File: config.mk
export PLATFORM = sky130hd
export DESIGN_NAME = frequency_generator_flat
export DESIGN_NICKNAME = d
export VERILOG_FILES = /design/src/rtl/freq_pkg.sv /design/src/rtl/frequency_generator_if.sv /design/src/rtl/period_divider.sv /design/src/rtl/frequency_generator.sv /design/src/flat_wrapper.sv
export SDC_FILE = /design/constraint.sdc
export NUM_CORES = 1
export LEC_CHECK = 0
export ABC_CLOCK_PERIOD_IN_PS = 4000
export CAP_MARGIN = 20
export CORE_UTILIZATION = 40
export DETAILED_ROUTE_END_ITERATION = 6
export GPL_TIMING_DRIVEN = 0
export SETUP_SLACK_MARGIN = 0.2
export SYNTH_ARGS = -nofsm -noshare
export SYNTH_HDL_FRONTEND = slang
export SYNTH_SLANG_ARGS = --single-unit
File: constraint.sdc
create_clock -name clk -period 4 [get_ports clk]
set_input_delay 0.6 -clock clk [delete_from_list [all_inputs] [get_ports clk]]
set_output_delay 0.6 -clock clk [all_outputs]
set_load 0.02 [all_outputs]
File: src/rtl/freq_pkg.sv
// Shared definitions for the frequency generator / counter pair:
// state encodings, default window geometry and the BCD digit clamp.
package freq_pkg;

    localparam int DEF_UPDATE_PERIOD = 1200;
    localparam int DEF_BITS          = 12;
    localparam int DEF_EDGE_BITS     = 7;
    localparam int MAX_COUNT         = 99;

    // Largest legal BCD digit, derived from the two-digit maximum.
    localparam logic [3:0] BCD_DIGIT_MAX = 4'(MAX_COUNT % 10);

    typedef enum logic [1:0] {
        ST_IDLE    = 2'd0,
        ST_CONVERT = 2'd1,
        ST_DIVIDE  = 2'd2,
        ST_RUN     = 2'd3
    } state_t;

    // Digits above 9 are not valid BCD; treat them as 9.
    function automatic logic [3:0] clamp_bcd(input logic [3:0] digit);
        return (digit > BCD_DIGIT_MAX) ? BCD_DIGIT_MAX : digit;
    endfunction

endpackage

File: src/rtl/frequency_generator_if.sv
// Control/status bundle of the frequency generator. The master side
// supplies the BCD digits and load strobe; the slave side returns the
// waveform and the conversion results.
interface frequency_generator_if
    import freq_pkg::*;
#(
    parameter int BITS      = DEF_BITS,
    parameter int EDGE_BITS = DEF_EDGE_BITS
);
    logic [3:0]           ten_count;
    logic [3:0]           unit_count;
    logic                 load;
    logic                 signal_out;
    logic                 busy;
    logic [EDGE_BITS-1:0] target;
    logic [BITS-1:0]      half_period;

    modport master (
        output ten_count, unit_count, load,
        input  signal_out, busy, target, half_period
    );

    modport slave (
        input  ten_count, unit_count, load,
        output signal_out, busy, target, half_period
    );
endinterface

File: src/rtl/period_divider.sv
// Sequential repeated-subtraction divider. i_start loads the operands;
// one subtraction happens per cycle while the remainder still covers
// the divisor. o_done is asserted combinationally in the cycle where the
// remainder has dropped below the divisor, so the caller can take the
// quotient on that same edge.
module period_divider #(
    parameter int BITS          = 12,
    parameter int UPDATE_PERIOD = 1200
) (
    input  logic            clk,
    input  logic            reset_n,
    input  logic            i_start,
    input  logic            i_abort,
    input  logic [BITS-1:0] i_dividend,
    input  logic [BITS-1:0] i_divisor,
    output logic [BITS-1:0] o_quotient,
    output logic            o_done
);
    localparam logic [BITS-1:0] QUOT_MAX = BITS'(UPDATE_PERIOD);

    logic            r_active;
    logic [BITS-1:0] r_rem;
    logic [BITS-1:0] r_divisor;
    logic [BITS-1:0] r_quotient;

    // Load operands on start, then subtract once per cycle until done.
    always_ff @(posedge clk or negedge reset_n) begin
        if (!reset_n) begin
            r_active   <= 1'b0;
            r_rem      <= '0;
            r_divisor  <= '0;
            r_quotient <= '0;
        end else if (i_abort) begin
            r_active <= 1'b0;
        end else if (i_start) begin
            r_active   <= 1'b1;
            r_rem      <= i_dividend;
            r_divisor  <= i_divisor;
            r_quotient <= '0;
        end else if (r_active) begin
            if (r_rem >= r_divisor) begin
                r_rem <= r_rem - r_divisor;
                if (r_quotient < QUOT_MAX) begin
                    r_quotient <= r_quotient + BITS'(1);
                end
            end else begin
                r_active <= 1'b0;
            end
        end
    end

    assign o_done     = r_active && (r_rem < r_divisor);
    assign o_quotient = r_quotient;

endmodule

File: src/rtl/frequency_generator.sv
// Square-wave source producing exactly `target` evenly spaced rising
// edges per UPDATE_PERIOD-clock window. The BCD request is converted to
// binary by repeated addition, the half period is found by the divider,
// and the RUN state toggles the output every half_period clocks until the
// requested edge count for the window is reached.
module frequency_generator
    import freq_pkg::*;
#(
    parameter int UPDATE_PERIOD = DEF_UPDATE_PERIOD,
    parameter int BITS          = DEF_BITS,
    parameter int EDGE_BITS     = DEF_EDGE_BITS
) (
    input  logic                  clk,
    input  logic                  reset_n,
    frequency_generator_if.slave  bus
);
    localparam logic [BITS-1:0] WIN_LAST = BITS'(UPDATE_PERIOD - 1);

    state_t               r_state, w_state_next;
    logic [3:0]           r_tens_left, w_tens_left_next;
    logic [3:0]           r_units, w_units_next;
    logic [EDGE_BITS-1:0] r_target, w_target_next;
    logic [BITS-1:0]      r_half_period, w_half_period_next;
    logic [BITS-1:0]      r_win_cnt, w_win_cnt_next;
    logic [BITS-1:0]      r_ph_cnt, w_ph_cnt_next;
    logic [EDGE_BITS-1:0] r_edges, w_edges_next;
    logic                 r_signal_out, w_signal_out_next;
    logic                 r_busy, w_busy_next;

    logic [EDGE_BITS-1:0] w_target_sum;
    logic [BITS-1:0]      w_divisor;
    logic                 w_div_start;
    logic                 w_div_done;
    logic [BITS-1:0]      w_div_quotient;

    // Final binary target once the tens have been accumulated.
    assign w_target_sum = r_target + EDGE_BITS'(r_units);
    assign w_divisor    = BITS'(w_target_sum) << 1;
    // Divider operands are loaded on the edge that leaves CONVERT, so the
    // first DIVIDE cycle already subtracts. A zero target skips division.
    assign w_div_start  = !bus.load && (r_state == ST_CONVERT) &&
                          (r_tens_left == 4'd0) && (w_target_sum != '0);

    period_divider #(
        .BITS          (BITS),
        .UPDATE_PERIOD (UPDATE_PERIOD)
    ) u_divider (
        .clk        (clk),
        .reset_n    (reset_n),
        .i_start    (w_div_start),
        .i_abort    (bus.load),
        .i_dividend (BITS'(UPDATE_PERIOD)),
        .i_divisor  (w_divisor),
        .o_quotient (w_div_quotient),
        .o_done     (w_div_done)
    );

    // State and datapath registers.
    always_ff @(posedge clk or negedge reset_n) begin
        if (!reset_n) begin
            r_state       <= ST_IDLE;
            r_tens_left   <= '0;
            r_units       <= '0;
            r_target      <= '0;
            r_half_period <= '0;
            r_win_cnt     <= '0;
            r_ph_cnt      <= '0;
            r_edges       <= '0;
            r_signal_out  <= 1'b0;
            r_busy        <= 1'b0;
        end else begin
            r_state       <= w_state_next;
            r_tens_left   <= w_tens_left_next;
            r_units       <= w_units_next;
            r_target      <= w_target_next;
            r_half_period <= w_half_period_next;
            r_win_cnt     <= w_win_cnt_next;
            r_ph_cnt      <= w_ph_cnt_next;
            r_edges       <= w_edges_next;
            r_signal_out  <= w_signal_out_next;
            r_busy        <= w_busy_next;
        end
    end

    // Next-state logic: load overrides everything, otherwise per-state work.
    always_comb begin
        w_state_next       = r_state;
        w_tens_left_next   = r_tens_left;
        w_units_next       = r_units;
        w_target_next      = r_target;
        w_half_period_next = r_half_period;
        w_win_cnt_next     = r_win_cnt;
        w_ph_cnt_next      = r_ph_cnt;
        w_edges_next       = r_edges;
        w_signal_out_next  = r_signal_out;
        w_busy_next        = r_busy;

        if (bus.load) begin
            w_state_next      = ST_CONVERT;
            w_tens_left_next  = clamp_bcd(bus.ten_count);
            w_units_next      = clamp_bcd(bus.unit_count);
            w_target_next     = '0;
            w_win_cnt_next    = '0;
            w_ph_cnt_next     = '0;
            w_edges_next      = '0;
            w_signal_out_next = 1'b0;
            w_busy_next       = 1'b1;
        end else begin
            case (r_state)
                ST_IDLE: begin
                    w_signal_out_next = 1'b0;
                end
                ST_CONVERT: begin
                    if (r_tens_left != 4'd0) begin
                        w_target_next    = r_target + EDGE_BITS'(10);
                        w_tens_left_next = r_tens_left - 4'd1;
                    end else begin
                        w_target_next = w_target_sum;
                        w_state_next  = ST_DIVIDE;
                    end
                end
                ST_DIVIDE: begin
                    if (r_target == '0) begin
                        w_half_period_next = '0;
                        w_state_next       = ST_RUN;
                        w_busy_next        = 1'b0;
                    end else if (w_div_done) begin
                        w_half_period_next = w_div_quotient;
                        w_state_next       = ST_RUN;
                        w_busy_next        = 1'b0;
                    end
                end
                ST_RUN: begin
                    if (r_win_cnt == WIN_LAST) begin
                        w_win_cnt_next    = '0;
                        w_ph_cnt_next     = '0;
                        w_edges_next      = '0;
                        w_signal_out_next = 1'b0;
                    end else begin
                        w_win_cnt_next = r_win_cnt + BITS'(1);
                        if (r_target != '0) begin
                            if (r_ph_cnt == r_half_period - BITS'(1)) begin
                                w_ph_cnt_next = '0;
                                if (r_signal_out) begin
                                    w_signal_out_next = 1'b0;
                                end else if (r_edges < r_target) begin
                                    w_signal_out_next = 1'b1;
                                    w_edges_next      = r_edges + EDGE_BITS'(1);
                                end
                            end else begin
                                w_ph_cnt_next = r_ph_cnt + BITS'(1);
                            end
                        end
                    end
                end
                default: begin
                    w_state_next = ST_IDLE;
                end
            endcase
        end
    end

    assign bus.signal_out  = r_signal_out;
    assign bus.busy        = r_busy;
    assign bus.target      = r_target;
    assign bus.half_period = r_half_period;

endmodule

File: src/flat_wrapper.sv
// flat-port wrapper written by rule: the top's interface ports become plain ports
module frequency_generator_flat import freq_pkg::*;
#(
    parameter int UPDATE_PERIOD = DEF_UPDATE_PERIOD,
    parameter int BITS          = DEF_BITS,
    parameter int EDGE_BITS     = DEF_EDGE_BITS
)
  (clk, reset_n, bus_ten_count, bus_unit_count, bus_load, bus_signal_out, bus_busy, bus_target, bus_half_period);
  frequency_generator_if #(.BITS(BITS), .EDGE_BITS(EDGE_BITS)) bus_i ();
  input  logic clk;
  input  logic reset_n;
  input wire logic [$bits(bus_i.ten_count)-1:0] bus_ten_count;
  input wire logic [$bits(bus_i.unit_count)-1:0] bus_unit_count;
  input wire logic [$bits(bus_i.load)-1:0] bus_load;
  output wire logic [$bits(bus_i.signal_out)-1:0] bus_signal_out;
  output wire logic [$bits(bus_i.busy)-1:0] bus_busy;
  output wire logic [$bits(bus_i.target)-1:0] bus_target;
  output wire logic [$bits(bus_i.half_period)-1:0] bus_half_period;
  assign bus_i.ten_count = bus_ten_count;
  assign bus_i.unit_count = bus_unit_count;
  assign bus_i.load = bus_load;
  assign bus_signal_out = bus_i.signal_out;
  assign bus_busy = bus_i.busy;
  assign bus_target = bus_i.target;
  assign bus_half_period = bus_i.half_period;
  frequency_generator #(.UPDATE_PERIOD(UPDATE_PERIOD), .BITS(BITS), .EDGE_BITS(EDGE_BITS)) u_core (.clk(clk), .reset_n(reset_n), .bus(bus_i));
endmodule
Yosys cells after proc, flatten, opt, wreduce, memory -nomap -nowiden
Cells that the tools add are included.

cells by class
  reductions and logical operators = 35
  muxes and demuxes = 52
  multiply operators = 0
  magnitude comparators = 6
  equality and inequality tests = 10
  bitwise gates (word level) = 1
  div/mod/pow operators = 0
  add/subtract/negate cells = 9
  shift operators = 0

operator list
  operator                 count
  $mux W12                 17
  $mux W7                  10
  $add A12 B1 Y12 const B  3
  $mux W4                  5
  $reduce_bool A3 Y1       6
  $reduce_bool A2 Y1       8
  $mux W1                  14
  $reduce_bool A7 Y1       2
  $eq A12 B11 Y1 const B   1
  $eq A12 B12 Y1           1
  $ge A12 B8 Y1            1
  $lt A12 B11 Y1 const B   1
  $lt A12 B8 Y1            1
  $reduce_and A3 Y1        4
  $sub A12 B1 Y12 const B  1
  $sub A12 B8 Y12          1
  $gt A4 B4 Y1 const B     2
  $mux W2                  4
  $ne A4 B2 Y1 const B     2
  $reduce_and A2 Y1        4
  $add A7 B1 Y7 const B    1
  $add A7 B4 Y7            1
  $add A7 B4 Y7 const B    1
  $logic_not A7 Y1         1
  16 further kinds         21

storage, ports and cells
  register bits after elaboration = 94
  memories kept = 0
  bits in writable memories = 0
  input port bits = 11
  latch bits = 0
  bits in read-only memories = 0
  word-level logic and storage cells = 127

Depth between registers and ports, before layout
Gate-level depths: netlist (run 1).

  depth in word-level cells = 8
  depth in mapped cells = 11
  gate-level depth less buffers = 11

Modules after synthesis
A second synthesis (run 1) with hierarchy kept.

second synthesis, totals
  cells, all modules = 719
  area total of the unflattened synthesis = 6,173.4 um^2

modules (own cells, without submodules)
  module               area an instance (um^2)  instances  cells each
  frequency_generator  3,942.5                  1          458
  period_divider       2,230.9                  1          261

Least setup slack after synthesis (run 1)
Ideal clock, no wire load.

  kind = reg2reg
  start = reg u_core.r_target[0] (netlist: u_core.bus.target[0])
  end = reg u_core.u_divider.r_quotient[5] (netlist: u_core.u_divider.o_quotient[5])
  stages on the path, launching flop included = 12
  slack = 1,000 ps
  data required time = 3,922 ps
  buffers on the path = 2
  arrival = 2,922 ps
  cells stage by stage = dfrtp_1 -> ha_1 -> fa_1 -> a21o_1 -> a21oi_1 -> xnor2_1 -> or4_1 -> o31a_1 -> nand2b_1 -> clkbuf_1 -> buf_1 -> a21oi_1

between the ends
  word-level cells in the longest chain between the ends = 5
  elaborated cells between the ends (all ways) = 8
  those cells by class = 1 x add/sub; 1 x mux; 6 x reduce/logical

ends and longest elaborated chain
  element                       RTL line                   RTL
  start, declared               frequency_generator.sv:22  logic [EDGE_BITS-1:0] r_target, w_target_next;
  start signal, assigned        frequency_generator.sv:75  r_target <= w_target_next;
  $add A7 B4 Y7 (*)             frequency_generator.sv:37  assign w_target_sum = r_target + EDGE_BITS'(r_units);
  $reduce_bool A7 Y1 (*)        frequency_generator.sv:42  (r_tens_left == 4'd0) && (w_target_sum != '0);
  $logic_and A1 B1 Y1 (*)       frequency_generator.sv:42
  $reduce_bool A2 Y1 (no line)  n/a
  $reduce_and A4 Y1 (no line)   n/a
  end signal, assigned          period_divider.sv:44       r_quotient <= r_quotient + BITS'(1);
  end, declared                 period_divider.sv:24       logic [BITS-1:0] r_quotient;

Every way passes the cells marked *; elsewhere a longest branch is shown, timed or not.
A chain may end at the register's enable or synchronous reset.

Worst setup path in the final report (run 1)
Ends and elaborated chain as after synthesis.

==> reports/results.ini, run 1 <==
[floorplanning]
die_w_um = 122
io_pins = 32
dieArea_mm2 = 0.0148
core_mm2 = 0.0139
initial_utilization_pct = 41.2
die_h_um = 122
rows = 43

[yosys]
syn-num-nets = 685
synth_cells = 648
ys_warn_count = 0
async_flop_share_pct = 100
ys_seq_area_share_pct = 40.6
yosys_most_used_dff = dfrtp_1
synth_seq_cells = 93
synth_area_mm2 = 0.00573
synth_edf_count = 0
syn_avg_cell_area_um2 = 8.85
ys_types = 60

[critical_path]
crit_type = flip-flop to flip-flop
end_kind = flip-flop
crit_family = compound AO/OA/AOI/OAI gates
r2r_end = u_core.u_divider.o_quotient[5]$_DFFE_PN0P_
worst-path-max-fanout = 10
path_cells = ha_1 > fa_1 > a21o_1 > a21oi_1 > xnor2_1 > or4_1 > o31a_1 > nand2b_1 > clkbuf_1 > clkbuf_2 > a21oi_1
r2r_cells = 11
r2r-start = u_core.bus.target[0]$_DFFE_PN0P_
crit_path_top_delay_cell = dfrtp_1
cp.required_ns = 4.27
cp_slowest_stage_delay_ns = 0.46
ff2ff_setup_slack_ns = 0.55
path_buf_inv = 2
critical_path.startpoint_type = flip-flop
cpMostUsedCell = a21oi_1
crit_arrival_ns = 3.72

[sta]
max_freq_ghz = 0.290
final-setup-viol-count = 0
min_period_ns = 3.45
finalCritPeriodShare_pct = 86.3
slew_headroom_pct = 45.8
fin_tns_setup_ns = 0
grt_setup_unrepaired = no
drv_slew = 0
tightest_slew_ns = 0.792
holdWs_ns = 0.289
finalHoldViolations = 0
fin_skew_ns = 0.00756

[clock_network]
clock-sinks = 93
clk_pin_slew_ns = 0.07
clock_path_buffers = 2
htree_num_levels = 3
ctsRootBufferMaster = clkbuf_16
tritoncts = built
numCtsBuffers = 9
clk_latency_ns = 0.35

[drt]
drt_pass1_iterations = 4
drtIter0Drc = 377
via_per_inst = 5.56
drc = 0
wl_per_cell_um = 15.9
wirelength_um = 13900
num_vias = 4873
ant_nets = 0

[power]
leakage_nw = 2.80
vdd_drop_max_mv = 0.375
p_per_area_mw_per_mm2 = 543
fin_total_pwr_mw = 3.59

[placed_design]
dp.cells = 860
place.gp.congestion = 0.808
postPlaceCellArea_mm2 = 0.00629
dp_hpwl_um = 10100
portBuffers = 31

[grt]
grt_pass1_wl_um = 23600
grt_overflow_total = 0
grtUsageTotal_pct = 20.3
grt_pass1_vias = 4825
grt_start_max_net_pins = 50
antenna_found_initial = 0

[flow_run]
maxCapViolations = 0

[status]
status = finished, final reports clean

[final_layout]
diodes = 0
drive_gt1_share_pct = 6.75
finalNetCount = 728
design_area_mm2 = 0.00660
layout.cells.non_filler = 876
final_common_cell = dfrtp_1
fill_cells = 1309
syn_to_final_growth_pct = 15.1
final_cell_mix = dfrtp_1, nand2_1, nor2_1, o21ai_0, a21oi_1

[hold_path]
hold_path.class = primary input to asynchronous set/reset pin

## sequential cells by signal (all words and copies together), names as in the netlist, 2 cells and up
signal / count
u_core.u_divider.o_quotient: 12
u_core.r_tens_left: 4
u_core.r_ph_cnt: 12
u_core.u_divider.r_rem: 11
u_core.r_state: 2
u_core.u_divider.r_divisor: 7
u_core.r_edges: 7
u_core.bus.target: 7
u_core.r_units: 4
u_core.r_win_cnt: 12
u_core.bus.half_period: 12
## logic make-up after synthesis
kind of cell / count (synthesis) / share of synthesized area (%)
DFF: 93 / 40.6
adders and majority gates: 26 / 5.94
muxes: 12 / 2.27
xor gates and xnor gates: 29 / 4.43
buffers and inverters: 52 / 3.69
AOI/OAI and AO/OA: 169 / 18.6
and+or+nand+nor: 267 / 24.5
## cells in the mapped netlist, types with 12 or more instances
cell      instances  share of area, %
dfrtp_1          93                41
nand2_1          71               4.6
nor2_1           55               3.6
o21ai_0          55               4.8
a21oi_1          40               3.5
inv_1            27               1.8
ha_1             24               5.2
xnor2_1          23               3.5
nand3_1          22               1.9
clkbuf_1         21               1.4
or3_1            16               1.7
nand2b_1         14               1.5
a21o_1           12               1.6
nor4_1           12               1.3
## power breakdown
group | total (mW) | switching, mW | internal, mW
registers | 1.26 | 0.155 | 1.10
clock network | 0.890 | 0.370 | 0.520
logic | 1.44 | 0.843 | 0.595
## what timing repair did
item | in CTS | in global routing
gates resized for setup | 0 | 1
setup endpoints to repair | 0 | 4
buffers inserted | 0 | 0
hold buffers | 0 | 0
## layer usage
| layer | up-vias | GRT usage (%) | part of all wire [%] |
|---|---|---|---|
| met2 | 52 | 34.3 | 49 |
| met5 | - | 0 | 0 |
| li1 | 2434 | - | - |
| met4 | 0 | 6.48 | 1.0 |
| met1 | 2377 | 26.3 | 48 |
| met3 | 10 | 3.60 | 2.0 |
## area by class of cell
type	count	area [um2]	area share [%]
clock inverters	3	43.8	0.664
well taps	180	225	3.41
multi-input cells	503	3200	48.4
flip-flops and latches	93	2330	35.3
repair buffers	32	335	5.08
inverters	27	101	1.54
plain buffers	25	111	1.69
clock buffers	13	260	3.94
## per-stage QoR
step                      setup slack [ns]  utilization (%)
after floorplan                       1.00                -
after global placement               -1.24             45.0
after detailed placement             0.448             45.2
after CTS                            0.437             47.4
after global routing                 0.318             47.4
final                                0.548             47.4
## worst register-to-register path, stage by stage, from the launching register on
cell and delay [ns]:
dfrtp_1 0.46, ha_1 0.26, fa_1 0.41, a21o_1 0.19
a21oi_1 0.33, xnor2_1 0.17, or4_1 0.41, o31a_1 0.26
nand2b_1 0.17, clkbuf_1 0.27, clkbuf_2 0.28, a21oi_1 0.15
## how the worst max path moves through the flow
stage / start / to / slack [ns] / cells after the start
6_report: u_core.bus.target[0]$_DFFE_PN0P_ / u_core.u_divider.o_quotient[5]$_DFFE_PN0P_ / 0.55 / 11
5_1_grt: u_core.bus.target[0]$_DFFE_PN0P_ / u_core.u_divider.o_quotient[7]$_DFFE_PN0P_ / 0.32 / 11
4_1_cts: u_core.bus.target[0]$_DFFE_PN0P_ / u_core.u_divider.r_rem[8]$_DFFE_PN0P_ / 0.44 / 11
3_5_place_dp: u_core.bus.target[0]$_DFFE_PN0P_ / u_core.u_divider.r_rem[8]$_DFFE_PN0P_ / 0.45 / 11
3_3_place_gp: reset_n / u_core.u_divider.o_quotient[1]$_DFFE_PN0P_ / -1.24 / 1
2_1_floorplan: u_core.bus.target[0]$_DFFE_PN0P_ / u_core.u_divider.o_quotient[5]$_DFFE_PN0P_ / 1.00 / 11
Note: power is estimated with default switching activity, not from simulation.
==> inputs of run 2 (changes only) <==
--- a/config.mk
+++ b/config.mk
@@ -5,7 +5,7 @@
 export SDC_FILE = /design/constraint.sdc
 export NUM_CORES = 1
 export LEC_CHECK = 0
-export ABC_CLOCK_PERIOD_IN_PS = 4000
+export ABC_CLOCK_PERIOD_IN_PS = 4100
 export CAP_MARGIN = 20
 export CORE_UTILIZATION = 40
 export DETAILED_ROUTE_END_ITERATION = 6
==> constraint.sdc (replaced) <==
create_clock -name clk -period 4.1 [get_ports clk]
set_input_delay 0.615 -clock clk [delete_from_list [all_inputs] [get_ports clk]]
set_output_delay 0.615 -clock clk [all_outputs]
set_load 0.02 [all_outputs]
==> reports/results.ini, run 2 (same netlist as run 1, synthesis figures left out) <==
[critical_path]
cpMostUsedCell = nor2_1
critical_path.startpoint_type = flip-flop
cp.required_ns = 4.32
cp_slowest_stage_delay_ns = 0.46
r2r-start = u_core.bus.target[0]$_DFFE_PN0P_
worst-path-max-fanout = 10
ff2ff_setup_slack_ns = 0.56
crit_family = buffers and inverters
crit_type = flip-flop to flip-flop
path_buf_inv = 2
r2r_cells = 11
crit_path_top_delay_cell = dfrtp_1
path_cells = ha_1 > fa_1 > a21o_1 > a21oi_1 > nor2_1 > xnor2_1 > o31a_1 > nand2b_1 > clkbuf_1 > buf_1 > nor2_1
crit_arrival_ns = 3.75
end_kind = flip-flop
r2r_end = u_core.u_divider.r_rem[8]$_DFFE_PN0P_

[clock_network]
ctsRootBufferMaster = clkbuf_16
clk_latency_ns = 0.35
htree_num_levels = 3
numCtsBuffers = 9
clock_path_buffers = 2
clock-sinks = 93
cts.repair.resized = 0
tritoncts = built
ctsHoldBuffers = 0
clk_pin_slew_ns = 0.07
post_cts_buffers = 0

[grt]
grt_pass1_vias = 4825
grt_overflow_total = 0
antenna_found_initial = 0
grt_start_max_net_pins = 50
grtUsageTotal_pct = 20.3
grt_pass1_wl_um = 23600

[final_layout]
drive_gt1_share_pct = 6.61
finalNetCount = 728
diodes = 0
syn_to_final_growth_pct = 15.1
final_common_cell = dfrtp_1
layout.cells.non_filler = 876
final_cell_mix = dfrtp_1, nand2_1, nor2_1, o21ai_0, a21oi_1

[drt]
drtIter0Drc = 383
ant_nets = 0
num_vias = 4863
wl_per_cell_um = 15.8
via_per_inst = 5.55
drt_pass1_iterations = 5
drc = 0
wirelength_um = 13900

[sta]
finalHoldViolations = 0
fin_skew_ns = 0.00744
final-setup-viol-count = 0
grt_setup_unrepaired = no
drv_slew = 0
min_period_ns = 3.54
tightest_slew_ns = 0.790
slew_headroom_pct = 45.9
holdWs_ns = 0.304
finalCritPeriodShare_pct = 86.2
max_freq_ghz = 0.283

[floorplanning]
dieArea_mm2 = 0.0148
die_h_um = 122
initial_utilization_pct = 41.2
io_pins = 32
rows = 43
die_w_um = 122
core_mm2 = 0.0139

[placed_design]
dp_hpwl_um = 10100
portBuffers = 31
dp.cells = 860
place.gp.congestion = 0.808

[power]
leakage_nw = 2.80
p_per_area_mw_per_mm2 = 530
vdd_drop_max_mv = 0.365
fin_total_pwr_mw = 3.50

[hold_path]
hold_path.class = primary input to asynchronous set/reset pin

[flow_run]
maxCapViolations = 0

[status]
status = finished, final reports clean

==> run 2: cell types whose count changed in the layout (fill, tap and decap cells not counted) <==
cell      change
clkbuf_2      -1
buf_1         +1
==> run 2: how the worst max path moves through the flow <==
stage / cells after the start / slack [ns] / endpoint / from
2_1_floorplan: 11 / 1.10 / u_core.u_divider.o_quotient[5]$_DFFE_PN0P_ / u_core.bus.target[0]$_DFFE_PN0P_
3_3_place_gp: 1 / -1.16 / u_core.u_divider.o_quotient[1]$_DFFE_PN0P_ / reset_n
3_5_place_dp: 11 / 0.55 / u_core.u_divider.r_rem[8]$_DFFE_PN0P_ / u_core.bus.target[0]$_DFFE_PN0P_
4_1_cts: 11 / 0.54 / u_core.u_divider.r_rem[8]$_DFFE_PN0P_ / u_core.bus.target[0]$_DFFE_PN0P_
5_1_grt: 11 / 0.29 / u_core.u_divider.r_rem[8]$_DFFE_PN0P_ / u_core.bus.target[0]$_DFFE_PN0P_
6_report: 11 / 0.56 / u_core.u_divider.r_rem[8]$_DFFE_PN0P_ / u_core.bus.target[0]$_DFFE_PN0P_
==> run 2: report_power, final <==
| group | internal [mW] | total (mW) | switching (mW) |
|---|---|---|---|
| clock | 0.507 | 0.869 | 0.361 |
| sequential | 1.08 | 1.23 | 0.151 |
| combinational | 0.580 | 1.40 | 0.824 |
==> run 2: metrics by stage <==
stage               setup slack, ns  TNS (ns)  area (um2)  utilization [%]
floorplan                      1.10         0        5730                -
global placement              -1.16   -107.08        6270             45.0
detailed placement            0.548         0        6290             45.2
CTS                           0.537         0        6600             47.4
global route                  0.288         0        6600             47.4
finish                        0.564         0        6600             47.4
==> run 2: area by class of cell <==
class	count	area [um2]
Fill cell	1310	7340
Multi-Input combinational cell	503	3200
Sequential cell	93	2330
Timing Repair Buffer	32	335
Clock buffer	13	260
Tap cell	180	225
Buffer	25	110
Inverter	27	101
Clock inverter	3	43.8
==> run 2: routing by layer <==
layer,global-route usage (%),vias up,wire (um)
met3,3.60,7,309
met1,26.3,2365,6690
met5,0,-,0
met2,34.3,51,6750
li1,-,2440,-
met4,6.48,0,139
==> run 2: worst reg2reg max path: cells and delay by family, from the launching register on <==
kind	cells	cell delay (ns)
flip-flops	1	0.46
XOR/XNOR	1	0.32
AO/OA/AOI/OAI	3	0.74
buffers and inverters	2	0.85
adder cells (fa/ha/maj)	2	0.68
AND/OR/NAND/NOR	3	0.36
